`config.mk`:
```
export PLATFORM = sky130hd
export DESIGN_NAME = ram_scan_reader
export DESIGN_NICKNAME = d
export VERILOG_FILES = /design/src/rtl/ram_scan_reader.sv
export SDC_FILE = /design/constraint.sdc
export NUM_CORES = 1
export LEC_CHECK = 0
export CAP_MARGIN = 10
export CORE_ASPECT_RATIO = 0.8
export CORE_MARGIN = 2
export CORE_UTILIZATION = 35
export CTS_CLUSTER_DIAMETER = 80
export CTS_CLUSTER_SIZE = 14
export DETAILED_ROUTE_END_ITERATION = 12
export PLACE_DENSITY_LB_ADDON = 0.1
export REMOVE_ABC_BUFFERS = 1
export SLEW_MARGIN = 15
export SYNTH_ARGS = -nofsm -noshare
export SYNTH_HDL_FRONTEND = slang
export SYNTH_SLANG_ARGS = --single-unit
```
`constraint.sdc`:
```
create_clock -name CLOCK_50 -period 10.3 [get_ports CLOCK_50]
set_input_delay 2.575 -clock CLOCK_50 [delete_from_list [all_inputs] [get_ports CLOCK_50]]
set_output_delay 2.575 -clock CLOCK_50 [all_outputs]
set_load 0.02 [all_outputs]
```
`src/rtl/ram_scan_reader.sv`:
```
// Trail-RAM scan reader: sweeps every on-screen cell through the RAM read port and streams (x, y, colour).
// Build option SCAN_SKIP_EMPTY_EN drops colour-000 cells from the stream.
module ram_scan_reader #(
    parameter int X_MAX = 160,
    parameter int Y_MAX = 120,
    parameter int XW    = 8,
    parameter int YW    = 7,
    parameter int CW    = 3
) (
    input  logic               CLOCK_50,
    input  logic               reset,
    input  logic               start,
    output logic               busy,
    output logic               done,
    output logic [XW+YW-1:0]   ram_addr,
    input  logic [CW-1:0]      ram_q,
    output logic               pix_valid,
    input  logic               pix_ready,
    output logic [XW-1:0]      pix_x,
    output logic [YW-1:0]      pix_y,
    output logic [CW-1:0]      pix_colour
);

    localparam logic [1:0] S_IDLE  = 2'd0;
    localparam logic [1:0] S_SCAN  = 2'd1;
    localparam logic [1:0] S_DRAIN = 2'd2;
    localparam logic [1:0] S_DONE  = 2'd3;

    localparam logic [XW-1:0] X_LAST = XW'(X_MAX - 1);
    localparam logic [YW-1:0] Y_LAST = YW'(Y_MAX - 1);
    localparam int EW = XW + YW + CW;

    logic [1:0]    state_r;
    logic [XW-1:0] x_cnt_r;
    logic [YW-1:0] y_cnt_r;
    logic          inflight_r;
    logic [XW-1:0] tag_x_r;
    logic [YW-1:0] tag_y_r;
    logic [EW-1:0] fifo0_r;
    logic [EW-1:0] fifo1_r;
    logic [1:0]    fifo_cnt_r;
    logic [EW-1:0] out_r;
    logic          valid_r;
    logic          busy_r;
    logic          done_r;

    logic          hs_s;
    logic          out_free_s;
    logic          land_s;
    logic          issue_s;
    logic          last_cell_s;
    logic          drained_s;
    logic          pop_s;
    logic          direct_s;
    logic          push_s;
    logic [2:0]    occ_s;
    logic [EW-1:0] land_word_s;
    logic [EW-1:0] fifo0_n_s;
    logic [EW-1:0] fifo1_n_s;
    logic [1:0]    fifo_cnt_n_s;
    logic [EW-1:0] out_n_s;
    logic          valid_n_s;

    assign busy      = busy_r;
    assign done      = done_r;
    assign ram_addr  = {x_cnt_r, y_cnt_r};
    assign pix_valid = valid_r;
    assign {pix_x, pix_y, pix_colour} = out_r;

    // Handshake, read credit and landing decisions
    always_comb begin
        hs_s        = valid_r & pix_ready;
        out_free_s  = ~valid_r | pix_ready;
        land_word_s = {tag_x_r, tag_y_r, ram_q};
`ifdef SCAN_SKIP_EMPTY_EN
        land_s      = inflight_r & (ram_q != {CW{1'b0}});
`else
        land_s      = inflight_r;
`endif
        // Output register plus two skid entries give three slots; an in-flight read holds a slot.
        occ_s       = 3'(inflight_r) + 3'(fifo_cnt_r) + 3'(valid_r) - 3'(hs_s);
        issue_s     = (state_r == S_SCAN) && (occ_s < 3'd3);
        last_cell_s = (x_cnt_r == X_LAST) && (y_cnt_r == Y_LAST);
        drained_s   = ~inflight_r && (fifo_cnt_r == 2'd0) && out_free_s;
        pop_s       = out_free_s && (fifo_cnt_r != 2'd0);
        direct_s    = out_free_s && (fifo_cnt_r == 2'd0) && land_s;
        push_s      = land_s && ~direct_s;
    end

    // Skid buffer and output register next state
    always_comb begin
        fifo0_n_s    = fifo0_r;
        fifo1_n_s    = fifo1_r;
        fifo_cnt_n_s = fifo_cnt_r;
        out_n_s      = out_r;
        valid_n_s    = valid_r;
        if (pop_s) begin
            fifo0_n_s    = fifo1_r;
            fifo_cnt_n_s = fifo_cnt_r - 2'd1;
        end else begin
            fifo_cnt_n_s = fifo_cnt_r;
        end
        if (push_s) begin
            if (fifo_cnt_n_s == 2'd0) begin
                fifo0_n_s = land_word_s;
            end else begin
                fifo1_n_s = land_word_s;
            end
            fifo_cnt_n_s = fifo_cnt_n_s + 2'd1;
        end else begin
            fifo_cnt_n_s = fifo_cnt_n_s;
        end
        if (pop_s) begin
            out_n_s   = fifo0_r;
            valid_n_s = 1'b1;
        end else if (direct_s) begin
            out_n_s   = land_word_s;
            valid_n_s = 1'b1;
        end else if (out_free_s) begin
            valid_n_s = 1'b0;
        end else begin
            valid_n_s = valid_r;
        end
    end

    // Control FSM, scan counters and datapath registers
    always_ff @(posedge CLOCK_50) begin
        if (reset) begin
            state_r    <= S_IDLE;
            x_cnt_r    <= {XW{1'b0}};
            y_cnt_r    <= {YW{1'b0}};
            inflight_r <= 1'b0;
            tag_x_r    <= {XW{1'b0}};
            tag_y_r    <= {YW{1'b0}};
            fifo0_r    <= {EW{1'b0}};
            fifo1_r    <= {EW{1'b0}};
            fifo_cnt_r <= 2'd0;
            out_r      <= {EW{1'b0}};
            valid_r    <= 1'b0;
            busy_r     <= 1'b0;
            done_r     <= 1'b0;
        end else begin
            fifo0_r    <= fifo0_n_s;
            fifo1_r    <= fifo1_n_s;
            fifo_cnt_r <= fifo_cnt_n_s;
            out_r      <= out_n_s;
            valid_r    <= valid_n_s;
            inflight_r <= issue_s;
            done_r     <= 1'b0;
            if (issue_s) begin
                tag_x_r <= x_cnt_r;
                tag_y_r <= y_cnt_r;
            end
            case (state_r)
                S_IDLE: begin
                    if (start) begin
                        state_r <= S_SCAN;
                        busy_r  <= 1'b1;
                    end
                end
                S_SCAN: begin
                    // Counters return to 0 after the last cell so the address never leaves the screen.
                    if (issue_s) begin
                        if (last_cell_s) begin
                            x_cnt_r <= {XW{1'b0}};
                            y_cnt_r <= {YW{1'b0}};
                            state_r <= S_DRAIN;
                        end else if (x_cnt_r == X_LAST) begin
                            x_cnt_r <= {XW{1'b0}};
                            y_cnt_r <= y_cnt_r + {{(YW-1){1'b0}}, 1'b1};
                        end else begin
                            x_cnt_r <= x_cnt_r + {{(XW-1){1'b0}}, 1'b1};
                        end
                    end
                end
                S_DRAIN: begin
                    if (drained_s) begin
                        state_r <= S_DONE;
                        done_r  <= 1'b1;
                        busy_r  <= 1'b0;
                    end
                end
                S_DONE: begin
                    state_r <= S_IDLE;
                end
                default: begin
                    state_r <= S_IDLE;
                end
            endcase
        end
    end

endmodule
```
After elaboration in Yosys (flattened, before gate mapping)
Index checks and enable logic that the tools add are counted.
W data, S select, Z words.

cells by class
  magnitude comparators = 1
  mux-type cells = 23
  $add $sub $neg = 7
  equal/unequal tests = 9
  bitwise gates (word level) = 7
  reduce and logical (&&, ||, !) cells = 22

operators with widths
  kind                   count
  $mux W18               5
  $mux W8                2
  $mux W7                2
  $mux W2                6
  $add A8 B1 Y8 const B  1
  $eq A8 B8 Y1 const B   1
  $logic_and A1 B1 Y1    8
  $ne A2 B2 Y1 const B   4
  $pmux W2 S4            1
  $reduce_bool A2 Y1     4
  $add A7 B1 Y7 const B  1
  $eq A7 B7 Y1 const B   1
  $logic_not A2 Y1       3
  $mux W1                6
  $reduce_and A3 Y1      2
  $not A1 Y1             5
  $eq A2 B2 Y1 const B   2
  $reduce_and A2 Y1      2
  $reduce_and A4 Y1      1
  $add A1 B2 Y3          1
  $add A3 B1 Y3          1
  $lt A3 B2 Y1 const B   1
  $reduce_bool A3 Y1     1
  $sub A3 B1 Y3          1
  other kinds (7)        7

word-level totals
  register bits after elaboration = 92
  input bits = 7
  output and inout bits = 36

Longest topological paths before layout
Gate-level depths: netlist of the first run.

  depth in word-level cells = 7
  gate-level depth with buffers = 12
  depth with buffers taken out = 9

Worst setup path after synthesis of the first run
No wires, ideal clock.

  path type = input to register
  start point = input pix_ready
  end point = register y_cnt_r[4]
  data required time = 10209 ps
  arrival time = 4944 ps
  path slack = 5265 ps
  cell stages on the path = 10
  path through = and2_1 ha_1 fa_1 fa_1 nor2_1 or3b_1 buf_6 nor2_8 a41oi_1 a311oi_1

on the way
  word-level cells in the longest chain between the ends = 5

RTL lines
  what                         RTL line  text
  from (decl)                  18        input logic pix_ready,
  $and A1 B1 Y1                72        hs_s = valid_r & pix_ready;
  $sub A3 B1 Y3                81        occ_s = 3'(inflight_r) + 3'(fifo_cnt_r) + 3'(valid_r) - 3'(hs_s);
  $lt A3 B2 Y1                 82        issue_s = (state_r == S_SCAN) && (occ_s < 3'd3);
  $logic_and A1 B1 Y1          82
  $reduce_and A3 Y1 (no line)  -
  to (signal assigned)         131       y_cnt_r <= {YW{1'b0}};
  to (signal assigned)         166       y_cnt_r <= {YW{1'b0}};
  to (signal assigned)         170       y_cnt_r <= y_cnt_r + {{(YW-1){1'b0}}, 1'b1};
  to (decl)                    35        logic [YW-1:0] y_cnt_r;

Every way passes these cells.
A chain may end at the register's enable or synchronous reset.

Worst setup path in the final report of the first run
Same ends and word-level chain as after synthesis.

==> qor.csv, run 1 <==
metric,value,unit
netlist_top_cells_area,"dfxtp_1 (47%), nand2_1 (9.2%), a21oi_1 (7.6%)",
outcome,finished clean,
clock_latency,340,ps
crit_end,y_cnt_r[4],
rows,34,
synth-edff-count,0,
num_antenna_cells,0,
cts_buffers,9,
p_per_area,244.8,nW/um^2
vias_per_cell,5.165,
track_usage,0.1586,
syn_avg_cell_area,8.770,sq um
numPortBuffers,42,
nets,495,
syn_inst,448,
worstMarginPinSlew,1066,ps
cp-startpoint,pix_ready,
slew_violations,0,
clockBufferDepth,2,
critPathKind,primary input to register,
drive_gt1_frac,0.06861,
yosys.area.top_type,dfxtp_1,
synth_top_area_frac,0.4688,
crit_top_cell,fa_1,
p_leak,1.632,nW
vias,3228,
ys_ff_latch,92,
cts_sinks,92,
wl,9098,um
ys_types,40,
seqCellArea,1842,sq um
cts_root_buf,clkbuf_16,
r2r_setup_slack,7030,ps
ys_seq_area_frac,0.4688,
end_kind,register,
grt_max_degree,95,
die-height,98.76,um
cp-start-kind,primary input,
power,1.159,mW
syn2layout_area_growth,20.51,%
cp_slowest_stage_delay,770,ps
placed_cells,610,
postCtsHoldBufs,0,
htree_num_levels,3,
setup_viol,0,
grt-ovfl-total,0,
fin_crit_sh,0.5466,
synthFlopType,dfxtp_1,
ys_warn_count,0,
cp_slowest_cell,or3b_2,
cts_resized,0,
grt_first_pass_wirelength,15160,um
cp_data_arrival_time,5870,ps
cp.required,10540,ps
max_freq,177.6,MHz
grt_pass1_vias,3061,
vdd_ir_drop_max,0.1274,mV
cts_tree,yes,
drt_iter0_drc,178,
place.gp.congestion,0.7429,
r2r-start,pix_valid,
antenna_left,0,
n_fill_cell,1133,
hold_ws,449.1,ps
maxCapViolCount,0,
maxSlewHeadroom,0.2891,
syn_area,3929,sq um
timing.rr.end,y_cnt_r[4],
postCtsSetupRepairBufs,0,
grt_setup_unrepaired,no,
ios,43,
worstRegToRegCells,9,
post_drt_wl_per_cell,14.56,um
die_w,122.5,um
start_util,0.3608,
die_area,12090,sq um
finClkSkew,3.870,ps
finalHoldViolCount,0,
layout.cells.non_filler,625,
worstPathCellList,clkdlybuf4s50_1 -> and2_1 -> ha_1 -> fa_1 -> fa_1 -> nor2_1 -> or3b_2 -> nor2_8 -> a41oi_1 -> a311oi_1,
cp_max_fo,27,
min_from,out_r[1],
fin_crit,5630,ps
first_pass_iters,4,
min_path_type,register to register,
drcViolationCount,0,
hpwl,5524,um
async_reset_ff_frac,0,
clkSlewWorstSetupHoldPaths,60,ps
final.setup.tns,0,ps
antenna_found_initial,0,
core,10890,sq um
multi_input_area,1944,sq um
-- final cells by class --
cell class / count / share of cell area
Multi-Input combinational cell: 320 / 0.4107
Clock inverter: 1 / 0.001057
Inverter: 7 / 0.005550
Tap cell: 144 / 0.03806
Timing Repair Buffer: 47 / 0.09567
Clock buffer: 14 / 0.05999
Sequential cell: 92 / 0.3890
-- stage by stage --
stage,setup WS [ps],util,area [sq um]
6_report,4670,0.4347,4735
5_1_grt,4499,0.4347,4735
4_1_cts,4517,0.4347,4735
3_5_place_dp,4150,0.4082,4446
3_3_place_gp,4245,0.4082,4446
2_1_floorplan,4346,-,3801
-- worst max-delay path, delay by kind of cell --
family                     cells  cell delay, ps
AOI/OAI and AO/OA              2             400
adders and majority gates      3            1150
buffers and inverters          1             430
and+or+nand+nor                4            1300
-- logic make-up after synthesis --
family                   after synthesis  share of synthesized area
AND/OR/NAND/NOR                      165                     0.1933
flip-flops                            92                     0.4688
multiplexers                          22                    0.05605
AO/OA/AOI/OAI                        112                     0.1815
buffers and inverters                 36                    0.03918
adder cells (fa/ha/maj)               11                    0.03885
XOR/XNOR                              10                    0.02229
-- placed cells by master, fill, tap and decap left out, types with 3 or more instances in the layout --
cell type	Yosys	layout
a211oi_1	18	18
a21oi_1	60	59
a311oi_1	3	3
buf_4	1	5
clkbuf_16	0	9
clkbuf_8	0	4
clkdlybuf4s50_1	0	41
dfxtp_1	92	92
ha_1	9	9
inv_1	7	7
mux2i_1	22	22
nand2_1	96	96
nand2b_1	8	8
nor2_1	35	34
nor2b_1	3	3
nor3_1	7	7
o21ai_0	4	4
o221ai_1	18	18
xnor2_1	7	7
xor2_1	3	3
-- per-layer routing --
metal / vias up / global-route usage / part of all wire
li1: 1616 / - / -
met3: 8 / 0.03935 / 0.032
met1: 1547 / 0.2123 / 0.49
met2: 57 / 0.2496 / 0.46
met5: - / 0 / 0
met4: 0 / 0.05393 / 0.014
-- cell usage after synthesis (2+ instances only) --
| cell type | count |
|---|---|
| a211oi_1 | 18 |
| a21oi_1 | 60 |
| a311oi_1 | 3 |
| a31o_2 | 2 |
| a41oi_1 | 2 |
| and3_1 | 2 |
| buf_2 | 6 |
| clkbuf_1 | 21 |
| dfxtp_1 | 92 |
| fa_1 | 2 |
| ha_1 | 9 |
| inv_1 | 7 |
| mux2i_1 | 22 |
| nand2_1 | 96 |
| nand2b_1 | 8 |
| nand3_1 | 2 |
| nand4_1 | 2 |
| nor2_1 | 35 |
| nor2b_1 | 3 |
| nor3_1 | 7 |
| nor3_2 | 2 |
| o21ai_0 | 4 |
| o221ai_1 | 18 |
| xnor2_1 | 7 |
| xor2_1 | 3 |
-- where the power goes --
group	internal, mW	total, mW	switching (mW)	leakage, nW
sequential	0.396	0.423	0.0268	0.744
combinational	0.153	0.417	0.263	0.743
clock	0.188	0.319	0.131	0.145
total	0.738	1.16	0.421	1.63
-- state kept, by name, summed over array words and instances (netlist names) --
register    cells
state_r         2
busy            1
fifo1_r        18
done            1
y_cnt_r         7
tag_y_r         7
fifo_cnt_r      2
x_cnt_r         8
fifo0_r        18
out_r          18
pix_valid       1
tag_x_r         8
inflight_r      1
-- how the worst min path moves through the flow --
| stage | end | slack [ps] | depth (start not counted) |
|---|---|---|---|
| 6_report | out_r[1] | 450 | 2 |
| 5_1_grt | out_r[1] | 470 | 2 |
| 4_1_cts | out_r[6] | 450 | 2 |
| 3_5_place_dp | out_r[17] | 440 | 2 |
| 3_3_place_gp | out_r[9] | 440 | 2 |
| 2_1_floorplan | fifo1_r[0] | 430 | 2 |
No activity file was read; power rests on OpenSTA's default activity.
==> inputs of run 2 (changes only) <==
==> constraint.sdc (replaced) <==
create_clock -name CLOCK_50 -period 5.2 [get_ports CLOCK_50]
set_input_delay 1.3 -clock CLOCK_50 [delete_from_list [all_inputs] [get_ports CLOCK_50]]
set_output_delay 1.3 -clock CLOCK_50 [all_outputs]
set_load 0.02 [all_outputs]
==> qor.csv, run 2 (synthesis gave the netlist of run 1 again) <==
metric,value,unit
outcome,finished clean,
hold-path-cell-count,2,
final_common_cell,nand2_1,
grt_pass1_vias,2983,
clkSlewWorstSetupHoldPaths,60,ps
syn2layout_area_growth,22.32,%
cp_slowest_stage_delay,670,ps
cts_root_buf,clkbuf_16,
slew_violations,0,
dpl_cell_area,4453,sq um
end_kind,register,
worstPathCellList,clkdlybuf4s50_1 -> and2_1 -> ha_1 -> fa_1 -> fa_1 -> nor2_1 -> or3b_1 -> nor2_8 -> a41oi_1 -> a311oi_1,
final_area,4806,sq um
path_depth,10,
path_delay_family,simple AND/OR/NAND/NOR gates,
grt_max_degree,45,
antenna_found_initial,0,
cp-start-kind,primary input,
nets,497,
vias_per_cell,5.193,
track_usage,0.1652,
cts_tree,yes,
drcViolationCount,0,
numPortBuffers,42,
cts_sinks,92,
hpwl,5841,um
layout.cells.non_filler,627,
p_per_area,504.1,nW/um^2
die_w,122.5,um
drt_iter0_drc,171,
fin_crit_sh,0.8156,
top_regs,"fifo0_r: 18 flops, fifo1_r: 18 flops, out_r: 18 flops",
drive_gt1_frac,0.07246,
met2_length,4278,um
final.setup.tns,0,ps
final_cell_mix,"nand2_1 (96), dfxtp_1 (92), a21oi_1 (59)",
maxCapViolCount,0,
vias,3256,
drt-met1-wl,4843,um
cp_slowest_cell,or3b_1,
critPathKind,primary input to register,
cp.required,5440,ps
first_pass_iters,4,
num_antenna_cells,0,
cp_max_fo,12,
postCtsSetupRepairBufs,0,
die_area,12090,sq um
grt_setup_unrepaired,no,
worstMarginPinSlew,1149,ps
power,2.423,mW
clock_latency,340,ps
core,10890,sq um
cts_resized,0,
cp_data_arrival_time,4480,ps
die-height,98.76,um
fin_crit,4241,ps
ios,43,
crit_buf_inv,1,
maxSlewHeadroom,0.2342,
placed_cells,611,
htree_num_levels,3,
rows,34,
min_path_type,register to register,
max_freq,235.8,MHz
vdd_ir_drop_max,0.2396,mV
finalHoldViolCount,0,
place.gp.congestion,0.7714,
post_drt_wl_per_cell,15.09,um
p_leak,1.661,nW
cts_buffers,9,
grt_first_pass_wirelength,15530,um
worstRegToRegCells,8,
antenna_left,0,
setup_viol,0,
top_layer,met4,
start_util,0.3608,
clockBufferDepth,2,
crit_top_cell,fa_1,
postCtsHoldBufs,0,
wl,9464,um
grt-ovfl-total,0,
finClkSkew,8.190,ps
wl_met3,253,um
-- run 2: final timing paths --
kind / startpoint / to / slack (ps)
setup / recovery: pix_ready / y_cnt_r[5] / 960
hold / removal: out_r[6] / out_r[6] / 450
setup reg to reg: fifo_cnt_r[0] / fifo1_r[15] / 1860
hold reg to reg: out_r[6] / out_r[6] / 450
-- run 2: layout make-up --
cell class,count,area (sq um)
Fill cell,1124,6085
Clock buffer,11,252.7
Sequential cell,92,1842
Tap cell,144,180.2
Clock inverter,4,72.57
Timing Repair Buffer,49,488.0
Inverter,7,26.28
Multi-Input combinational cell,320,1944
-- run 2: power by group --
| group | internal [mW] | leakage [nW] | total [mW] | switching, mW |
|---|---|---|---|---|
| combinational | 0.328 | 0.759 | 0.874 | 0.545 |
| sequential | 0.785 | 0.744 | 0.840 | 0.0549 |
| clock | 0.444 | 0.158 | 0.709 | 0.265 |
-- run 2: metal layers --
| layer | vias to the layer above | track usage |
|---|---|---|
| met1 | 1589 | 0.2330 |
| met3 | 7 | 0.04340 |
| met5 | - | 0 |
| li1 | 1619 | - |
| met4 | 0 | 0.03979 |
| met2 | 41 | 0.2521 |
-- run 2: worst min-delay path, cell delays in order, from the launching register on --
cell and delay (ps):
dfxtp_1 310, nand2_1 50, a21oi_1 50
-- run 2: metrics by stage --
step / hold WS [ps] / utilization / setup slack [ps]
floorplan: 430.0 / - / 521.3
global placement: 442.4 / 0.4089 / 708.9
detailed placement: 445.5 / 0.4089 / 619.8
CTS: 455.0 / 0.4388 / 980.2
global route: 473.4 / 0.4413 / 797.2
finish: 451.8 / 0.4413 / 959.1
